==> config.mk <==
export PLATFORM = sky130hd
export DESIGN_NAME = regfile_mp
export DESIGN_NICKNAME = d
export VERILOG_FILES = /design/src/rtl/regfile_mp.sv
export SDC_FILE = /design/constraint.sdc
export NUM_CORES = 1
export LEC_CHECK = 0
export CORE_ASPECT_RATIO = 0.9
export CORE_MARGIN = 10
export CORE_UTILIZATION = 33
export DETAILED_ROUTE_END_ITERATION = 10
export SETUP_SLACK_MARGIN = 0.1
export SYNTH_ARGS = -nofsm -noshare
export SYNTH_HDL_FRONTEND = slang
export SYNTH_SLANG_ARGS = --single-unit
==> constraint.sdc <==
create_clock -name clock -period 10.13 [get_ports clock]
set_input_delay 1.013 -clock clock [delete_from_list [all_inputs] [get_ports clock]]
set_output_delay 1.013 -clock clock [all_outputs]
set_load 0.02 [all_outputs]
==> src/rtl/regfile_mp.sv <==
// regfile_mp: multi-read-port register file with zero entry, clear sweep and optional RF_BYPASS_EN forwarding
module regfile_mp #(
  parameter int DATA_W = 32,
  parameter int ADDR_W = 5,
  parameter int NUM_RD = 2
) (
  input  logic                     clock,
  input  logic                     reset,
  input  logic [NUM_RD*ADDR_W-1:0] rd_addr,
  output logic [NUM_RD*DATA_W-1:0] rd_data,
  input  logic                     wr_en,
  input  logic [ADDR_W-1:0]        wr_addr,
  input  logic [DATA_W-1:0]        wr_data,
  input  logic                     clr_req,
  output logic                     busy
);
  localparam int DEPTH = 2 ** ADDR_W;
  typedef enum logic {IDLE, CLEAR} state_t;
  state_t            state;
  logic [ADDR_W-1:0] cnt;
  logic [DATA_W-1:0] mem [1:DEPTH-1];
  logic [DATA_W-1:0] rd_next [NUM_RD];
  logic [ADDR_W-1:0] ra;
  logic              wr_ok;
  assign wr_ok = wr_en && wr_addr != '0;
  assign busy = (state == CLEAR) | reset;
  // next read value per port: zero for entry 0, optionally forwarded write data, else array contents
  always_comb begin
    ra = '0;
    for (int p = 0; p < NUM_RD; p++) begin
      ra = rd_addr[p*ADDR_W +: ADDR_W];
`ifdef RF_BYPASS_EN
      rd_next[p] = ra == '0 ? '0 : (wr_ok && wr_addr == ra) ? wr_data : mem[ra];
`else
      rd_next[p] = ra == '0 ? '0 : mem[ra];
`endif
    end
  end
  // clear sweep FSM, array writes and registered read ports; the sweep never touches entry 0
  always_ff @(posedge clock) begin
    if (reset) begin
      state   <= CLEAR;
      cnt     <= ADDR_W'(1);
      rd_data <= '0;
    end else if (state == CLEAR) begin
      mem[cnt] <= '0;
      cnt      <= cnt + 1'b1;
      state    <= cnt == '1 ? IDLE : CLEAR;
      rd_data  <= '0;
    end else begin
      if (wr_ok) mem[wr_addr] <= wr_data;
      if (clr_req) begin
        state <= CLEAR;
        cnt   <= ADDR_W'(1);
      end
      for (int p = 0; p < NUM_RD; p++) rd_data[p*DATA_W +: DATA_W] <= rd_next[p];
    end
  end
endmodule
==> flow_summary.toml <==
[status]
status = "complete, no violations"

[die]
die_h_um = 384.1
start_util = 0.3324
fp.dieW_um = 424.6
coreArea_um2 = 146300
die_area_um2 = 163100
row_count = 133
ios = 116

[route]
routed.top_layer = "met4"
route.met2.wl_um = 69750
vias = 29963
met3_length_um = 13550
ant_nets = 0
drtIter0Drc = 3439
wl_um = 156000
post_drt_wl_per_cell_um = 30.41
dr.pass1.iters = 5
drc_errors = 0
wl_met1_um = 66590
vias_per_cell = 5.842

[worst_setup_path]
path_class = "in2reg"
critPathBufInv = 3
cp_max_fo = 40
cp.arrival_ns = 4.62
setup.worst_path.end_class = "register"
cp_slowest_cell = "nor2_4"
critPathRequiredTime_ns = 10.47
path_cells = "clkdlybuf4s50_1 -> nor4_1 -> a21oi_4 -> buf_4 -> o31a_1 -> nor2_4 -> buf_4"
crit_path_max_incr_delay_ns = 0.80
cp_common_cell = "buf_4"
startpoint_type = "primary input"
crit_family = "buffers and inverters"

[global_routing]
grt_pass1_wl_um = 219800
grt_max_degree = 88
grt_pass1_vias = 29844
antenna_found_initial = 1
grt_util_all_layers = 0.1848
grt_overflow = 0

[clock_network]
worst_skew_pair.late_latency_ns = 0.74
cts_resized = 0
clk_path_buf_depth = 3
root_buffer = "clkbuf_16"
cts.clk_slew.worst_paths_ns = 0.06
cts_buffers = 106
cts_tree = "built"
postCtsHoldBufs = 0
postCtsSetupBuffers = 0
cts_max_level = 3
cts_sinks = 1062

[timing]
tightest_slew_ns = 1.425
hold_viol = 0
hold_slack_ns = 0.5831
finClkSkew_ns = 0.03391
layout_setup_ws_ns = 5.849
fin_crit_sh = 0.4226
setup_violations = 0
rsz0062_at_grt = "false"
final_max_slew_viol_count = 0
min_period_ns = 4.281
slew-limit-headroom = 0.04889
fmax_ghz = 0.2336
finalSetupTns_ns = 0

[cells_and_area]
layout-drive-gt1-share = 0.1793
register_area_um2 = 31190
n_fill_cell = 13393
syn2layout_area_growth_pct = 14.23
layout_commonest_cell = "edfxtp_1"
layout_common_cells = "edfxtp_1 (992), mux2i_1 (628), mux4_2 (166), nor2_1 (128), a22oi_1 (128)"
multiInputGateArea_um2 = 16490
layout.nets = 3129

[placement]
portBuffers = 115
place_ws_ns = 5.262
dpl.hpwl_um = 87470
place.gp.congestion = 0.8033

[yosys]
synth-edff-count = 992
yosysSeqAreaShare = 0.6415
ys_dominant_reg_cell = "edfxtp_1"
syn_inst = 3011
syn_nets = 3064
synth_cell_type_count = 59
syn_area_per_cell_um2 = 16.15
ys.warnings.count = 0
async_flop_share = 0
ys_seq_elements = 1062
syn-cell-area_um2 = 48620

[power]
p_per_area_nw_per_um2 = 169.1
p_leak_nw = 20.07
ir_worst_vdd_v = 0.0001404

[worst_hold_path]
hp-class = "reg2reg"

[flow_run]
maxCapViolCount = 0
[metrics by stage]
stage	area [um2]	cells	power, mW	util
6_report	55540	5129	9.394	0.3797
3_3_place_gp	51920	4925	5.375	0.3549
3_5_place_dp	51920	4925	5.378	0.3549
4_1_cts	55530	5125	9.434	0.3796
5_1_grt	55530	5126	9.642	0.3796
2_1_floorplan	48620	3011	5.211	-
[power breakdown]
| group | switching (mW) | total (mW) | leakage (nW) | internal (mW) |
|---|---|---|---|---|
| combinational | 0.334 | 0.535 | 7.12 | 0.201 |
| sequential | 0.0108 | 4.76 | 11.2 | 4.75 |
| clock | 1.76 | 4.10 | 1.76 | 2.34 |
[cells in the mapped netlist (all sizes together), types with 3 or more instances]
cell type | count | area [um2]
mux4 | 166 | 3739
o22ai | 94 | 588.1
a211oi | 64 | 485.5
nand2 | 38 | 142.6
nand3 | 69 | 345.3
nor2b | 4 | 25.02
inv | 8 | 30.03
nand4 | 32 | 200.2
mux2i | 628 | 6286
a32oi | 5 | 43.79
o221ai | 32 | 280.3
dfxtp | 70 | 1401
o21ai | 37 | 185.2
o2bb2ai | 32 | 280.3
a221oi | 29 | 404.1
mux2 | 64 | 735.7
clkbuf | 91 | 341.6
a22oi | 128 | 960.9
o31a | 3 | 26.28
or3b | 5 | 43.79
buf | 144 | 882.1
a21oi | 11 | 55.05
nor4 | 32 | 200.2
and2 | 33 | 206.5
nor3b | 6 | 50.05
edfxtp | 992 | 29790
nand3b | 5 | 37.54
nor3 | 11 | 60.06
nor2 | 152 | 570.6
a2111oi | 3 | 32.53
[logic make-up after synthesis]
kind of cell,synth area share
AO/OA/AOI/OAI,0.07046
adder cells (fa/ha/maj),0.0005146
buffers and inverters,0.02579
flip-flops,0.6415
multiplexers,0.2213
AND/OR/NAND/NOR,0.04040
[path summary, 6_finish.rpt]
kind                                           from  slack [ns]               endpoint  depth (start not counted)
worst max-delay path                     wr_addr[0]        5.85  mem[22][11]$_DFFE_PP_                          7
worst min register to register  cnt[3]$_SDFFE_PP0P_        0.58    cnt[3]$_SDFFE_PP0P_                          2
worst min-delay path            cnt[3]$_SDFFE_PP0P_        0.58    cnt[3]$_SDFFE_PP0P_                          2
worst max register to register     state$_SDFF_PP1_        6.43  mem[22][11]$_DFFE_PP_                          6
[tightest hold or removal path: stages (launching register included)]
cell and delay, ns:
dfxtp_1 0.38, o21ai_0 0.10, a21oi_1 0.06
[final cells by class]
cell class | instances | share of cell area
clock inverter | 72 | 0.01386
timing repair buffer | 192 | 0.03170
clock buffer | 128 | 0.05107
sequential | 1062 | 0.5616
inverter | 8 | 0.0005407
tap | 1957 | 0.04409
multi-input combinational | 1706 | 0.2969
antenna | 4 | 0.0001802
[registers in the layout (all words and copies together), names as in the netlist]
register,cells
cnt,5
mem,992
state,1
rd_data,64
[routing by layer]
layer / GRT usage / vias to the layer above
li1: - / 12457
met1: 0.2577 / 15664
met2: 0.2828 / 1525
met3: 0.03652 / 317
met4: 0.07173 / 0
met5: 0 / -
Note: power is estimated with default switching activity, not from simulation.
